--- config.mk ---
export PLATFORM = sky130hd
export DESIGN_NAME = pwm_counter_core
export DESIGN_NICKNAME = d
export VERILOG_FILES = /design/src/rtl/pwm_pkg.sv /design/src/rtl/pwm_compare_ch.sv /design/src/rtl/pwm_counter_core.sv
export SDC_FILE = /design/constraint.sdc
export NUM_CORES = 1
export LEC_CHECK = 0
export BUFFER_PORTS_ARGS = -buffer_cell sky130_fd_sc_hd__buf_2
export CORE_MARGIN = 4
export CORE_UTILIZATION = 45
export CTS_CLUSTER_SIZE = 25
export DETAILED_ROUTE_END_ITERATION = 8
export PLACE_DENSITY = 0.66
export REMOVE_ABC_BUFFERS = 1
export SLEW_MARGIN = 25
export SYNTH_ARGS = -nofsm -noshare
export SYNTH_HDL_FRONTEND = slang
export SYNTH_HIERARCHICAL = 1
export SYNTH_SLANG_ARGS = --single-unit
--- constraint.sdc ---
create_clock -name clk -period 5.9 [get_ports clk]
set_input_delay 0.59 -clock clk [delete_from_list [all_inputs] [get_ports clk]]
set_output_delay 0.59 -clock clk [all_outputs]
set_load 0.05 [all_outputs]
--- src/rtl/pwm_pkg.sv ---
// Shared constants and helpers for the PWM timebase / compare slice.
// Widths up to PWM_MAX_W bits and channel counts up to PWM_MAX_CH are supported.
package pwm_pkg;

  localparam int PWM_CNT_W  = 16;
  localparam int PWM_MAX_W  = 32;
  localparam int PWM_MAX_CH = 16;
  localparam int PWM_BUS_W  = PWM_MAX_W * PWM_MAX_CH;

  localparam logic PWM_EDGE   = 1'b0;
  localparam logic PWM_CENTER = 1'b1;

  // Returns duty word idx (width w) from a zero-extended packed duty bus, low-aligned.
  function automatic logic [PWM_MAX_W-1:0] duty_word(input logic [PWM_BUS_W-1:0] bus,
                                                     input int idx,
                                                     input int w);
    return PWM_MAX_W'(bus >> (idx * w));
  endfunction

endpackage

--- src/rtl/pwm_compare_ch.sv ---
// One compare channel: shadowed duty register and the registered PWM output.
// The output is computed from next-state counter/duty so it never lags the counter.
module pwm_compare_ch
  import pwm_pkg::*;
#(
  parameter int CNT_W = PWM_CNT_W
) (
  input  logic             clk,
  input  logic             rst_n,
  input  logic             enable,
  input  logic             apply,
  input  logic             pol,
  input  logic [CNT_W-1:0] duty_in,
  input  logic [CNT_W-1:0] cnt_nxt,
  output logic             pwm_out
);

  logic [CNT_W-1:0] duty_sh_q, duty_sh_d;
  logic             pwm_q, pwm_d;

  always_comb begin
    duty_sh_d = apply ? duty_in : duty_sh_q;
    if (enable) begin
      pwm_d = (cnt_nxt < duty_sh_d) ^ pol;
    end else begin
      pwm_d = pol;
    end
  end

  always_ff @(posedge clk) begin
    if (!rst_n) begin
      duty_sh_q <= '0;
      pwm_q     <= 1'b0;
    end else begin
      duty_sh_q <= duty_sh_d;
      pwm_q     <= pwm_d;
    end
  end

  assign pwm_out = pwm_q;

endmodule

--- src/rtl/pwm_counter_core.sv ---
// Shared PWM timebase (edge/center aligned) with double-buffered period, duty and mode.
// Shadow updates happen only at the period wrap, or immediately while disabled.
module pwm_counter_core
  import pwm_pkg::*;
#(
  parameter int CNT_W = PWM_CNT_W,
  parameter int NCH   = 4
) (
  input  logic                 clk,
  input  logic                 rst_n,
  input  logic                 tick,
  input  logic                 enable,
  input  logic                 load,
  input  logic                 mode_in,
  input  logic [CNT_W-1:0]     period_in,
  input  logic [NCH*CNT_W-1:0] duty_in,
  input  logic [NCH-1:0]       pol,
  output logic [NCH-1:0]       pwm_out,
  output logic [CNT_W-1:0]     cnt_o,
  output logic                 dir_o,
  output logic                 period_evt,
  output logic                 load_pending
);

  localparam logic [CNT_W-1:0] ONE = CNT_W'(1);

  logic [CNT_W-1:0]     cnt_q, cnt_d;
  logic                 dir_q, dir_d;
  logic                 evt_q, evt_d;
  logic                 pend_q, pend_d;
  logic [CNT_W-1:0]     p_sh_q, p_sh_d;
  logic                 mode_sh_q, mode_sh_d;
  logic                 upd;
  logic                 apply;
  logic [PWM_BUS_W-1:0] duty_bus;

  always_comb begin
    cnt_d = cnt_q;
    dir_d = dir_q;
    upd   = 1'b0;
    if (!enable) begin
      cnt_d = '0;
      dir_d = 1'b0;
    end else if (tick) begin
      if (p_sh_q == '0) begin
        cnt_d = '0;
        dir_d = 1'b0;
        upd   = 1'b1;
      end else if (mode_sh_q == PWM_EDGE) begin
        dir_d = 1'b0;
        if (cnt_q == p_sh_q) begin
          cnt_d = '0;
          upd   = 1'b1;
        end else begin
          cnt_d = cnt_q + ONE;
        end
      end else if (!dir_q) begin
        // A period of 1 has no room to turn around, so it wraps straight to 0.
        if (cnt_q == p_sh_q) begin
          if (p_sh_q == ONE) begin
            cnt_d = '0;
            upd   = 1'b1;
          end else begin
            cnt_d = cnt_q - ONE;
            dir_d = 1'b1;
          end
        end else begin
          cnt_d = cnt_q + ONE;
        end
      end else begin
        if (cnt_q == ONE) begin
          cnt_d = '0;
          dir_d = 1'b0;
          upd   = 1'b1;
        end else begin
          cnt_d = cnt_q - ONE;
        end
      end
    end

    evt_d     = upd;
    apply     = (upd || !enable) && (pend_q || load);
    pend_d    = apply ? 1'b0 : (pend_q || load);
    p_sh_d    = apply ? period_in : p_sh_q;
    mode_sh_d = apply ? mode_in : mode_sh_q;
  end

  always_comb begin
    duty_bus                = '0;
    duty_bus[NCH*CNT_W-1:0] = duty_in;
  end

  always_ff @(posedge clk) begin
    if (!rst_n) begin
      cnt_q     <= '0;
      dir_q     <= 1'b0;
      evt_q     <= 1'b0;
      pend_q    <= 1'b0;
      p_sh_q    <= '0;
      mode_sh_q <= PWM_EDGE;
    end else begin
      cnt_q     <= cnt_d;
      dir_q     <= dir_d;
      evt_q     <= evt_d;
      pend_q    <= pend_d;
      p_sh_q    <= p_sh_d;
      mode_sh_q <= mode_sh_d;
    end
  end

  for (genvar i = 0; i < NCH; i++) begin : g_ch
    logic [CNT_W-1:0] duty_w;
    assign duty_w = CNT_W'(duty_word(duty_bus, i, CNT_W));

    pwm_compare_ch #(.CNT_W(CNT_W)) u_ch (
      .clk     (clk),
      .rst_n   (rst_n),
      .enable  (enable),
      .apply   (apply),
      .pol     (pol[i]),
      .duty_in (duty_w),
      .cnt_nxt (cnt_d),
      .pwm_out (pwm_out[i])
    );
  end

  assign cnt_o        = cnt_q;
  assign dir_o        = dir_q;
  assign period_evt   = evt_q;
  assign load_pending = pend_q;

endmodule

# --- Word level (Yosys, flattened, before mapping) ---
# Cells that the tools add are included.
op_classes:
  add_sub_neg: 2
  order_cmp: 4
  eq_ne: 3
  mux: 32
  n_bitwise: 5
  n_reduce_logical: 7
ops:
  columns: ["cell", "count"]
  rows:
  - ["$mux 16", 13]
  - ["$lt 16x16->1", 4]
  - ["$eq 16x1->1 const B", 2]
  - ["$mux 1", 19]
  - ["$add 16x1->16 const B", 1]
  - ["$eq 16x16->1", 1]
  - ["$logic_not 16->1", 1]
  - ["$sub 16x1->16 const B", 1]
  - ["$xor 1x1->1", 4]
  - ["$logic_or 1x1->1", 2]
  - ["$reduce_and 2->1", 1]
  - ["$reduce_or 2->1", 1]
  - ["$logic_and 1x1->1", 1]
  - ["$logic_not 1->1", 1]
  - ["$not 1->1", 1]
totals:
  reg_bits: 104
  inputBits: 90
  output_inout_bits: 23
  word_cells: 67

# --- Longest topological paths before layout ---
# Gate-level depths: netlist (run 1).
logic_depth:
  depth_word: 14
  mapped_depth: 17

# --- Hierarchy ---
# The synthesis (run 1) kept the hierarchy.
modules_own_cells:
  columns: ["mod", "n_inst", "cells_each", "area_each_um2", "seq_area_each_um2"]
  rows:
  - ["pwm_compare_ch (g_ch[0].u_ch ...)", 3, 95, 944.7, 340.3]
  - ["pwm_counter_core", 1, 338, 2726.4, 720.7]
  - ["pwm_compare_ch (g_ch[1].u_ch)", 1, 92, 920.9, 340.3]

# --- Least setup slack after synthesis (run 1) ---
# Ideal clock, no wire load.
synth_timing:
  path_type: "flip-flop to flip-flop"
  startpoint: "reg cnt_q[10], in the netlist cnt_o[10]"
  endpoint: "reg g_ch[1].u_ch.pwm_q"
  setup_ns: 0.071
  arrival_time_ns: 4.566
  required_time_ns: 5.829
  path_slack_ns: 1.263
  stages_incl_launch_ff: 18
  path_buffers: 5
  period_less_slack_ns: 4.637
  cell_sequence: "dfxtp_1 > buf_2 > xor2_1 > nor4_4 > and4_1 > buf_6 > a2111oi_4 > nor2_8 > buf_6 > buf_6 > clkbuf_1 > mux2i_1 > ha_1 > and4_1 > nor2b_1 > o31a_1 > or4_1 > a21oi_1"
synth_via:
  elab_chain_cells: 13
synth_rtl:
  columns: ["item", "line", "source"]
  rows:
  - ["start, declared", "pwm_counter_core.sv:27", "logic [CNT_W-1:0] cnt_q, cnt_d;"]
  - ["start signal, assigned", "pwm_counter_core.sv:102", "cnt_q <= cnt_d;"]
  - ["$eq 16x16->1 / $eq 16x1->1 (equally long branches)", "pwm_counter_core.sv:51, pwm_counter_core.sv:59, pwm_counter_core.sv:71", null]
  - ["$mux 1 (on tied branches)", "pwm_counter_core.sv:59, pwm_counter_core.sv:71", null]
  - ["$mux 1", "pwm_counter_core.sv:57", "end else if (!dir_q) begin"]
  - ["$mux 1 (*)", "pwm_counter_core.sv:49", "end else if (mode_sh_q == PWM_EDGE) begin"]
  - ["$mux 1 (*)", "pwm_counter_core.sv:45", "if (p_sh_q == '0) begin"]
  - ["$mux 1 (*)", "pwm_counter_core.sv:44", "end else if (tick) begin"]
  - ["$mux 1 (*)", "pwm_counter_core.sv:41", "if (!enable) begin"]
  - ["$logic_or 1x1->1 (*)", "pwm_counter_core.sv:82", "apply = (upd || !enable) && (pend_q || load);"]
  - ["$logic_and 1x1->1 (*)", "pwm_counter_core.sv:82", null]
  - ["via apply", "pwm_counter_core.sv:34", "logic apply;"]
  - ["$mux 16 (*)", "pwm_compare_ch.sv:22", "duty_sh_d = apply ? duty_in : duty_sh_q;"]
  - ["$lt 16x16->1 (*)", "pwm_compare_ch.sv:24", "pwm_d = (cnt_nxt < duty_sh_d) ^ pol;"]
  - ["$xor 1x1->1 (*)", "pwm_compare_ch.sv:24", null]
  - ["$mux 1 (*)", "pwm_compare_ch.sv:23", "if (enable) begin"]
  - ["end signal, assigned", "pwm_compare_ch.sv:36", "pwm_q <= pwm_d;"]
  - ["end, declared", "pwm_compare_ch.sv:19", "logic pwm_q, pwm_d;"]
# Mark *: on every way through the listed nets, which the timed path passes. The rest lies on a longest branch.
# A chain may end at the register's enable or synchronous reset.

# --- Worst setup path after layout (run 1) ---
layout_timing:
  startpoint: "reg cnt_q[4], in the netlist cnt_o[4]"
  endpoint: "reg g_ch[2].u_ch.pwm_q"
layout_via:
  elab_chain_cells: 13
layout_rtl:
  columns: ["item", "line"]
  rows:
  - ["parallel branches: the longest is 10 deep, another holds $sub 16x1->16", null]
  - ["$lt 16x16->1 (*)", "pwm_compare_ch.sv:24"]
  - ["$xor 1x1->1 (*)", "pwm_compare_ch.sv:24"]
  - ["$mux 1 (*)", "pwm_compare_ch.sv:23"]
  - ["end signal, assigned", "pwm_compare_ch.sv:36"]
  - ["end, declared", "pwm_compare_ch.sv:19"]
# Every way passes the cells marked *.

==> summary.txt, run 1 <==
Yosys
  • Yosys cell types: 66
  • Post-Synth Simple-Gate Area: between 20% and 30%
  • Yosys warns: 6
  • Synthesized instance count: 715
  • EDFF count, synth: 0
  • Post-Synth Adder-Cell Area: 12.2%
  • Largest family of logic cells by synthesized area: simple AND/OR/NAND/NOR gates
  • Compound-cell area share of the yosys netlist: 14.7%
  • Mapped Avg Cell Area: 9.06 sq um
  • Flops & latches, synth: between 100 and 150
  • XOR/XNOR Fraction of Synth Area: 2.43%
  • Main synth FF type: dfxtp_1
  • Mux contribution to synthesized area: 13.5%
  • Async SR Flop Fraction: 0%
  • Seq/Total Area, Yosys: between 30 and 40%
  • Mapped Area: 6480 sq um

Route
  • Initial DRC count: 392
  • Via Count: 5824
  • First-pass DRT Iterations: 5
  • Via-to-Cell Ratio: 5.88
  • Drt total wl: 18400 um
  • Antenna Nets Post-Route: 0
  • Drt drc: 0
  • Wire per inst: approximately 19 um

Timing
  • Clock skew: about 13 ps
  • RSZ-0062 raised after global routing: no
  • Final Max Tran Viols: 0
  • Setup TNS: 0 ps
  • Tmin final: 4740 ps
  • FMAX: 0.211 GHz
  • Final Hold Vio Count: 0
  • Final setup fails: 0
  • Crit share post-route: between 80% and 90%
  • Slew @ Worst Pin: around 1100 ps
  • Slew Limit Headroom: between 20% and 30%

Pwr
  • Switch Pwr: 702 uW
  • Pwr dens: 273 nW/um^2
  • Internal power component: roughly 1300 uW
  • LEAKAGE: 0.00325 uW
  • Seq pwr share: 39.5%
  • Combinational power share: between 30% and 40%
  • Max VDD drop: 0.235 mV
  • Clk pwr share: 28.4%
  • Total power: between 2000 and 2500 uW
  • Switching fraction of total power: 34.9%

Setup path
  • RR Endpoint: g_ch[2].u_ch/pwm_out$_SDFF_PN0_
  • Worst setup path start: cnt_o[4]$_SDFF_PN0_
  • Data required time at the worst endpoint: a little over 6000 ps
  • CP endpoint kind: register
  • Worst-case reg-to-reg path depth: 13
  • FF-to-FF Start: cnt_o[4]$_SDFF_PN0_
  • Worst path arrival time: between 4000 and 5000 ps
  • CP Launch Type: register
  • Slowest stage delay, CP: approximately 600 ps
  • CP dominant cell by count: and4_1
  • R2r setup slk: 1160 ps
  • Crit path cell chain: xor2_1 > nor4_2 > and4_1 > a2111oi_4 > nor2_8 > buf_4 > mux2i_1 > ha_1 > and4_1 > o311a_1 > a211oi_1 > or4_1 > nand3_1
  • CP max FO: 22
  • Critical setup path kind: reg -> reg
  • CP max stage cell: dfxtp_1

Placement
  • Placer Congestion: ~0.95
  • HPWL after DPL: 14100 um
  • IO buf count: 112

CTS
  • CTS tree: yes
  • Postcts setup bufs: 0
  • Clk slew on worst S/H paths: roughly 70 ps
  • Max clock buf depth: 2
  • Num CTS Buffers: 9
  • Clock sinks: ~100
  • Root Buffer: clkbuf_16
  • Post-CTS Hold Buffers: 0
  • Post_cts resized: 0
  • H-Tree Depth: 3
  • Later-pin clock latency in the skew report: between 300 and 400 ps

Finish
  • Nets@finish: 960
  • Share of cells above drive strength 1: 18.4%
  • Layout Area Growth over Synthesis: 13.8%
  • # diodes: 0

Floorplan
  • Die Height: 128 um
  • Die Area: 16400 sq um
  • Site Rows: 43
  • Core area: 14000 sq um
  • Die X: 128 um
  • I/O pin count: ~110
  • Initial cell density of the core: 46.3%

Worst hold path
  • Startpoint of the worst hold path: period_in[10]
  • HP Class: in -> reg
  • Cells on Worst Hold Path: 3
  • Worst min-delay path endpoint: p_sh_q[10]$_SDFFE_PN0P_

Flow run
  • Max cap viols: 0

Status
  • Outcome: finished, final reports clean

Global route
  • Largest net degree at the start of global routing: 28
  • Total grt overflow: 0
  • Antenna violations before repair: 1
  • Vias in the first global route: 5874
  • Tot GR Track Use: 22.4%
  • First-pass GRT wire length: 29500 um
## cells by family (layout without fill, tap and decap cells)
kind of cell / count (synthesis) / after routing
xor+xnor: 18 / 18
buf+inv: 48 / 144
mux: 87 / 87
fa+ha+maj: 63 / 63
simple gates: 263 / 263
compound gates: 132 / 132
flops: 104 / 104
## registers in the layout, summed over array words and instances (netlist names)
name                 count
g_ch.u_ch/duty_sh_q     64
cnt_o                   16
p_sh_q                  16
g_ch.u_ch/pwm_out        4
dir_o                    1
load_pending             1
mode_sh_q                1
period_evt               1
## power groups by stage
stage                     Combinational [uW]  Sequential (uW)  Clock [uW]
after floorplan                          442              826           0
after CTS                                641              796         585
after global routing                     710              802         613
final                                    646              796         571
after global placement                   625              810           0
after detailed placement                 636              812           0
## cell usage after synthesis (all sizes together) (6+ instances only)
| cell | count | area [sq um] |
|---|---|---|
| nand2 | 33 | 124 |
| nand3 | 23 | 115 |
| o21ai | 25 | 125 |
| and2 | 7 | 43.8 |
| inv | 9 | 33.8 |
| a21oi | 24 | 120 |
| nor3 | 16 | 80.1 |
| clkbuf | 14 | 52.6 |
| a211oi | 14 | 105 |
| o22ai | 9 | 56.3 |
| or4 | 6 | 45.0 |
| buf | 20 | 144 |
| nor2b | 23 | 144 |
| xor2 | 16 | 140 |
| nor4 | 16 | 155 |
| mux2i | 83 | 831 |
| ha | 63 | 788 |
| a21o | 7 | 52.6 |
| nor2 | 104 | 409 |
| dfxtp | 104 | 2080 |
| nand4 | 15 | 109 |
## worst max path at each step
stage	endpoint	slack (ps)	cells after the start
3_5_place_dp	g_ch[2].u_ch/pwm_out$_SDFF_PN0_	1190	13
5_1_grt	g_ch[2].u_ch/pwm_out$_SDFF_PN0_	870	13
3_3_place_gp	g_ch[2].u_ch/pwm_out$_SDFF_PN0_	1290	13
6_report	g_ch[2].u_ch/pwm_out$_SDFF_PN0_	1160	13
2_1_floorplan	g_ch[1].u_ch/pwm_out$_SDFF_PN0_	970	12
4_1_cts	g_ch[2].u_ch/pwm_out$_SDFF_PN0_	1170	13
## worst max-delay path: cells and delay by family (launching register included)
family	cells	cell delay, ps
and+or+nand+nor	6	2020
DFF	1	600
muxes	1	310
buffers and inverters	1	410
AOI/OAI and AO/OA	3	830
adders and majority gates	1	300
xor gates and xnor gates	1	140
## routing by layer
layer | track usage [%] | wire (um)
met1 | 28.7 | 8040
met2 | 37.5 | 8560
met3 | 5.79 | 1440
met4 | 6.18 | 299
met5 | 0 | 7
## layout by cell type (no fill, tap or decap), drive strengths merged, types with 5 or more instances in the layout
cell type,synthesis,final
buf,20,115
dfxtp,104,104
nor2,104,104
mux2i,83,83
ha,63,63
nand2,33,33
o21ai,25,25
a21oi,24,24
nand3,23,23
nor2b,23,23
xor2,16,16
nor3,16,16
nor4,16,16
nand4,15,15
a211oi,14,14
inv,9,11
clkbuf,14,10
o22ai,9,9
and2,7,7
a21o,7,7
or4,6,6
and4,5,5
clkinv,5,5
nand2b,5,5
a221oi,5,5
o2bb2ai,5,5
## layout make-up
class,instances,area [sq um]
timing repair buffer,115,596
clock buffer,10,229
clock inverter,5,42.5
fill,1333,6610
inverter,14,52.6
sequential,104,2080
tap,180,225
multi-input combinational,563,4150
## per-stage QoR
stage,setup slack [ps],cells,instance area (sq um),util (%),hold WS (ps)
after floorplan,974,681,6280,-,455
after global placement,1290,976,7110,50.8,478
after detailed placement,1190,976,7110,50.8,488
after CTS,1170,991,7380,52.7,492
after global routing,868,991,7380,52.7,506
final,1160,991,7380,52.7,494
No activity file was read; power rests on OpenSTA's default activity.
==> run 2: changes to the inputs <==
ABC_AREA = 1   (was unset)
clock period = 4.7 ns   (was 5.9 ns; I/O delays follow)
==> summary.txt, run 2 <==
Status
  • Outcome: finished, final reports clean

Timing
  • RSZ-0062 raised after global routing: no
  • Clock skew: 7.04 ps (-6.05 ps)
  • FMAX: 0.278 GHz (+32%)
  • Final setup fails: 0 (unchanged)
  • Slew Limit Headroom: 38.9% (+13 points)
  • Crit share post-route: 76.5% (-3.9 points)
  • Final Max Tran Viols: 0 (unchanged)
  • Min Hold Slack: 352 ps (-142 ps)
  • Slew @ Worst Pin: 911 ps (-184 ps)
  • Tmin final: 3600 ps (-1150 ps)
  • Final Hold Vio Count: 0 (unchanged)

CTS
  • Post-CTS Hold Buffers: 0 (unchanged)
  • CTS tree: yes
  • H-Tree Depth: 3 (unchanged)
  • Root Buffer: clkbuf_16
  • Num CTS Buffers: 9 (unchanged)
  • Clk slew on worst S/H paths: 70 ps (about the same)
  • Postcts setup bufs: 0 (unchanged)
  • Clock sinks: 104 (unchanged)
  • Later-pin clock latency in the skew report: 360 ps (about the same)
  • Max clock buf depth: 2 (unchanged)
  • Post_cts resized: 0 (unchanged)

Yosys
  • Mapped Area: 6960 sq um (+7.4%)
  • Mapped Avg Cell Area: 7.15 sq um (-21%)
  • Async SR Flop Fraction: 0% (unchanged)
  • EDFF count, synth: 0 (unchanged)
  • Main synth FF type: dfxtp_1
  • Flops & latches, synth: 104 (unchanged)
  • Yosys cell types: 39 (-41%)
  • Leading area contributor after synthesis: dfxtp_1
  • Yosys warns: 6 (unchanged)
  • Commonest cells in the netlist: 231 x nand2_1, 156 x nor2_1, 104 x dfxtp_1
  • Area contributors post-synth: dfxtp_1 30%, nand2_1 12%, ha_1 11%
  • Seq/Total Area, Yosys: 29.9% (-2.2 points)
  • Synthesized instance count: 974 (+36%)
  • Cell with the most instances after synthesis: nand2_1
  • Top-area cell type share of the netlist area: 29.9% (-2.2 points)

Worst hold path
  • HP Class: in -> reg
  • Startpoint of the worst hold path: pol[3]

Setup path
  • CP endpoint kind: register
  • Data required time at the worst endpoint: 4950 ps (-1200 ps)
  • CP max FO: 68 (+210%)
  • CP Launch Type: register
  • Critical setup path kind: reg -> reg
  • Worst path arrival time: 3850 ps (-1140 ps)
  • Worst setup path start: p_sh_q[12]$_SDFFE_PN0P_
  • FF-to-FF Start: p_sh_q[12]$_SDFFE_PN0P_

Pwr
  • LEAKAGE: 0.00410 uW (+26%)
  • Clk pwr share: 31.4% (+3.0 points)
  • Max VDD drop: 0.224 mV (-4.5%)
  • Combinational power share: 26.6% (-5.5 points)
  • Internal power component: 1550 uW (+18%)
  • Pwr dens: 295 nW/um^2 (+8.0%)
  • Seq pwr share: 42.0% (+2.5 points)
  • Switch Pwr: 768 uW (+9.4%)
  • Switching fraction of total power: 33.2% (-1.7 points)

Global route
  • Antenna violations before repair: 1 (unchanged)
  • Tot GR Track Use: 20.4% (-2.1 points)
  • Largest net degree at the start of global routing: 69 (+150%)
  • First-pass GRT wire length: 29400 um (-0.12%)
  • Total grt overflow: 0 (unchanged)
  • Vias in the first global route: 6018 (+2.5%)

Route
  • Drt total wl: 17600 um (-4.3%)
  • Drt drc: 0 (unchanged)
  • Wire per inst: 13.9 um (-25%)
  • Antenna Nets Post-Route: 0 (unchanged)
  • Initial DRC count: 410 (+4.6%)
  • First-pass DRT Iterations: 5 (unchanged)
  • Via-to-Cell Ratio: 5.06 (-14%)
  • Via Count: 6371 (+9.4%)

Finish
  • Final core utilization: 51.7% (-1.1 points)
  • Final instance area: 7850 sq um (+6.5%)
  • Share of cells above drive strength 1: 17.5% (-0.84 points)
  • Most frequent cells in the layout: 231 x nand2_1, 156 x nor2_1, 112 x buf_2
  • Most common cell after layout, fill and taps aside: nand2_1
  • Fill count: 1575 (+18%)
  • Nets@finish: 1220 (+27%)
  • Largest register by flop count: g_ch.u_ch/duty_sh_q
  • # diodes: 0 (unchanged)
  • Layout Area Growth over Synthesis: 12.8%
  • Max reg flops: 64 (unchanged)

Floorplan
  • Die Height: 132 um (+3.4%)
  • Die Area: 17500 sq um (+6.9%)
  • Die X: 132 um (+3.4%)
  • Site Rows: 45 (+4.7%)
  • I/O pin count: 113 (unchanged)
  • Core area: 15200 sq um (+8.7%)
  • Initial cell density of the core: 45.8% (-0.54 points)

Placement
  • Placer Congestion: 0.919 (-3.3%)
  • HPWL after DPL: 13300 um (-5.6%)
  • Placed inst area: 7570 sq um (+6.6%)
  • IO buf count: 112 (unchanged)

Flow run
  • Max cap viols: 0 (unchanged)
[run 2: cell count changes in the layout (fill, tap and decap cells not counted), moves of 20 or more]
cell,before,now
a21oi_1,24,59
inv_1,9,86
mux2i_1,83,60
nand2_1,33,231
nand3_1,23,59
nor2_1,102,156
nor2b_1,23,0
o21ai_0,23,3
[run 2: area by class of cell]
| type | count | area, sq um | share of cell area (%) |
|---|---|---|---|
| repair buffers | 115 | 596 | 7.58 |
| inverters | 111 | 428 | 5.45 |
| clock buffers | 11 | 243 | 3.09 |
| clock inverters | 5 | 38.8 | 0.494 |
| flip-flops and latches | 104 | 2080 | 26.5 |
| multi-input cells | 726 | 4230 | 53.9 |
| well taps | 188 | 235 | 3.00 |
[run 2: through the flow]
step	setup WS, ps	power [uW]	std cells	setup TNS (ps)
floorplan	-3970	1460	941	-203950
global placement	1170	1600	1244	0
detailed placement	1130	1610	1244	0
CTS	1080	2350	1260	0
global route	727	2470	1260	0
finish	1100	2310	1260	0
[run 2: critical path: stages (launching register included)]
cell and delay, ps:
dfxtp_1 340, nor2_1 130, nand3_1 100, nor2_1 270, nand4_1 130, buf_4 220, inv_1 110, a21oi_1 60
nand2_2 110, nand2_4 90, a21oi_4 170, buf_12 440, mux2i_1 300, ha_1 280, a21o_1 160, a31oi_1 140
nand3_1 100, nor2_1 140, nand3_1 90, nand2_1 60, nor2_1 40
[run 2: worst paths after layout]
kind / end / slack [ps] / cells after the start
worst max-delay path: g_ch[0].u_ch/pwm_out$_SDFF_PN0_ / 1100 / 20
worst min-delay path: g_ch[3].u_ch/pwm_out$_SDFF_PN0_ / 350 / 3
worst max register to register: g_ch[0].u_ch/pwm_out$_SDFF_PN0_ / 1100 / 20
worst min register to register: g_ch[2].u_ch/duty_sh_q[10]$_SDFF_PN0_ / 490 / 2
[run 2: logic make-up (layout without fill, tap and decap cells)]
group | after synthesis | after routing | synth area share [%]
compound gates | 79 | 79 | 6.07
flops | 104 | 104 | 29.9
mux | 60 | 60 | 8.63
fa+ha+maj | 63 | 63 | 11.3
xor+xnor | 19 | 19 | 2.39
buf+inv | 144 | 242 | 9.47
simple gates | 505 | 505 | 32.2
[run 2: power by group through the flow]
stage	Clock (uW)	Combinational, uW	Sequential (uW)
3_5_place_dp	0	617	992
6_report	726	616	972
4_1_cts	754	620	972
3_3_place_gp	0	612	991
2_1_floorplan	0	449	1020
5_1_grt	790	705	979
[run 2: per-layer routing]
layer / vias up / GRT usage, % / wire, um
met2: 154 / 33.2 / 8000
met1: 2873 / 26.7 / 8160
met4: 2 / 6.12 / 348
met3: 30 / 5.19 / 1050
met5: - / 0 / 7
li1: 3312 / - / -
==> run 3: changes to the inputs <==
PLACE_DENSITY = 0.68   (was 0.66)
clock period = 3.1 ns   (was 4.7 ns; I/O delays follow)
==> summary.txt, run 3 (synthesis results as in run 2) <==
Route
  • Via Count: 6875 (+7.9%)
  • Via-to-Cell Ratio: 5.07 (+0.27%)
  • Drt drc: 0 (unchanged)
  • Drt total wl: 20000 um (+14%)
  • Antenna Nets Post-Route: 0 (unchanged)
  • Initial DRC count: 409 (-0.24%)
  • Wire per inst: 14.8 um (+6.1%)
  • First-pass DRT Iterations: 5 (unchanged)

Setup path
  • R2r setup slk: -190 ps (-1290 ps)
  • Data required time at the worst endpoint: 3350 ps (-1600 ps)
  • CP max FO: 6 (-91%)
  • Worst path arrival time: 3540 ps (-310 ps)
  • CP endpoint kind: register
  • RR Endpoint: g_ch[0].u_ch/pwm_out$_SDFF_PN0_
  • Critical setup path kind: reg -> reg
  • FF-to-FF Start: cnt_o[1]$_SDFF_PN0_
  • CP Launch Type: register
  • Worst-case reg-to-reg path depth: 22 (+10%)

Worst hold path
  • Worst min-delay path endpoint: g_ch[3].u_ch/pwm_out$_SDFF_PN0_
  • Startpoint of the worst hold path: pol[3]
  • Cells on Worst Hold Path: 3 (unchanged)
  • HP Class: in -> reg

Global route
  • Total grt overflow: 0 (unchanged)
  • First-pass GRT wire length: 30500 um (+3.6%)
  • Tot GR Track Use: 21.2% (+0.87 points)
  • Largest net degree at the start of global routing: 37 (-46%)
  • Vias in the first global route: 6358 (+5.6%)
  • Antenna violations before repair: 0 (-1)

Finish
  • Most common cell after layout, fill and taps aside: nand2_1
  • Max reg flops: 64 (unchanged)
  • Share of cells above drive strength 1: 31.4% (+14 points)
  • Layout Area Growth over Synthesis: 31.0%
  • Most frequent cells in the layout: 226 x nand2_1, 147 x nor2_1, 113 x buf_2
  • # diodes: 0 (unchanged)
  • Largest register by flop count: g_ch.u_ch/duty_sh_q
  • Nets@finish: 1316 (+7.9%)

Pwr
  • Internal power component: 2520 uW (+63%)
  • Clk pwr share: 29.4% (-2.0 points)
  • Switch Pwr: 1280 uW (+66%)
  • Pwr dens: 417 nW/um^2 (+41%)
  • Total power: 3800 uW (+64%)
  • Switching fraction of total power: 33.6% (+0.46 points)
  • Max VDD drop: 0.339 mV (+51%)
  • LEAKAGE: 0.00464 uW (+13%)
  • Combinational power share: 31.7% (+5.1 points)
  • Seq pwr share: 38.9% (-3.1 points)

Floorplan
  • I/O pin count: 113 (unchanged)
  • Site Rows: 45 (unchanged)
  • Core area: 15200 sq um (unchanged)
  • Initial cell density of the core: 45.8% (unchanged)
  • Die X: 132 um (unchanged)
  • Die Area: 17500 sq um (unchanged)
  • Die Height: 132 um (unchanged)

Status
  • Failing checks: negative setup slack
  • Outcome: complete, but fails checks

CTS
  • Num CTS Buffers: 9 (unchanged)
  • Clock sinks: 104 (unchanged)
  • Root Buffer: clkbuf_16
  • Post-CTS Hold Buffers: 0 (unchanged)
  • CTS tree: yes
  • H-Tree Depth: 3 (unchanged)
  • Max clock buf depth: 2 (unchanged)
  • Later-pin clock latency in the skew report: 360 ps (about the same)
  • Clk slew on worst S/H paths: 70 ps (about the same)

Placement
  • IO buf count: 112 (unchanged)
  • Setup WS pre-CTS: -39.7 ps (-1170 ps)
  • Placer Congestion: 0.962 (+4.7%)
  • HPWL after DPL: 14500 um (+9.5%)

Timing
  • FMAX: 0.304 GHz (+9.4%)
  • Final WS setup: -189 ps (-1290 ps)
  • Clock skew: 7.81 ps (+0.774 ps)
  • Final Hold Vio Count: 0 (unchanged)
  • Min Hold Slack: 195 ps (-157 ps)
  • Final setup fails: 4 (+4)
  • Crit share post-route: 106% (+30 points)
  • RSZ-0062 raised after global routing: yes
  • Slew @ Worst Pin: 594 ps (-317 ps)
  • Final Max Tran Viols: 0 (unchanged)
  • Slew Limit Headroom: 60.4% (+21 points)
  • Tmin final: 3290 ps (-308 ps)

Flow run
  • Max cap viols: 0 (unchanged)
-- run 3: layout make-up --
type                            instances  area, sq um
Clock buffer                           11          243
Multi-Input combinational cell        726         4570
Tap cell                              188          235
Sequential cell                       104         2130
Clock inverter                          5         38.8
Timing Repair Buffer                  211         1460
Inverter                              111          433
Fill cell                            1402         6080
-- run 3: worst max path at each step --
stage	from	to	cells after the start	slack, ps
2_1_floorplan	cnt_o[10]$_SDFF_PN0_	g_ch[0].u_ch/pwm_out$_SDFF_PN0_	21	-5570
3_3_place_gp	cnt_o[15]$_SDFF_PN0_	g_ch[0].u_ch/pwm_out$_SDFF_PN0_	24	-30
3_5_place_dp	cnt_o[15]$_SDFF_PN0_	g_ch[3].u_ch/pwm_out$_SDFF_PN0_	24	-40
4_1_cts	cnt_o[15]$_SDFF_PN0_	g_ch[0].u_ch/pwm_out$_SDFF_PN0_	23	3
5_1_grt	cnt_o[1]$_SDFF_PN0_	g_ch[1].u_ch/pwm_out$_SDFF_PN0_	22	-330
6_report	cnt_o[1]$_SDFF_PN0_	g_ch[0].u_ch/pwm_out$_SDFF_PN0_	22	-190
-- run 3: stage by stage --
stage	utilization (%)	cell area, sq um	instances	setup TNS [ps]
after global placement	53.4	8120	1308	-45.6
after CTS	55.6	8460	1329	0
after detailed placement	53.4	8120	1308	-98.1
after floorplan	-	6730	941	-312750
after global routing	60.0	9120	1356	-1130
final	60.0	9120	1356	-573
-- run 3: timing repair --
action | 4_1_cts | 5_1_grt
pin swaps | 0 | 41
resized for setup | 10 | 107
buffers inserted | 5 | 25
gates cloned | 0 | 2
setup endpoints to repair | 3 | 4
-- run 3: critical path, stage by stage (launching register included) --
cell and delay, ps:
dfxtp_2 340, inv_2 70, ha_2 170, nand4_1 100, nor2_1 110, nand3_1 90, nor2_1 160, a21oi_2 80
nand2_2 110, nand2_4 60, a21oi_4 170, buf_12 150, buf_6 120, buf_12 150, mux2i_4 270, ha_4 230
a21o_1 160, a31oi_1 130, nand3_1 120, nor2_2 160, nand3_1 90, nand2_1 70, nor2_1 50
-- run 3: power by group through the flow --
stage               Combinational [uW]  Clock [uW]  Sequential (uW)
floorplan                          680           0             1540
global placement                  1010           0             1500
detailed placement                1030           0             1500
CTS                               1050        1140             1470
global route                      1340        1190             1490
finish                            1210        1120             1480
-- run 3: routing by layer --
metal | vias up | routed length [um] | global-route usage (%)
met4 | 0 | 357 | 5.95
met1 | 3122 | 8830 | 27.5
met2 | 216 | 9610 | 36.0
met3 | 28 | 1250 | 4.35
li1 | 3509 | - | -
met5 | - | 0 | 0
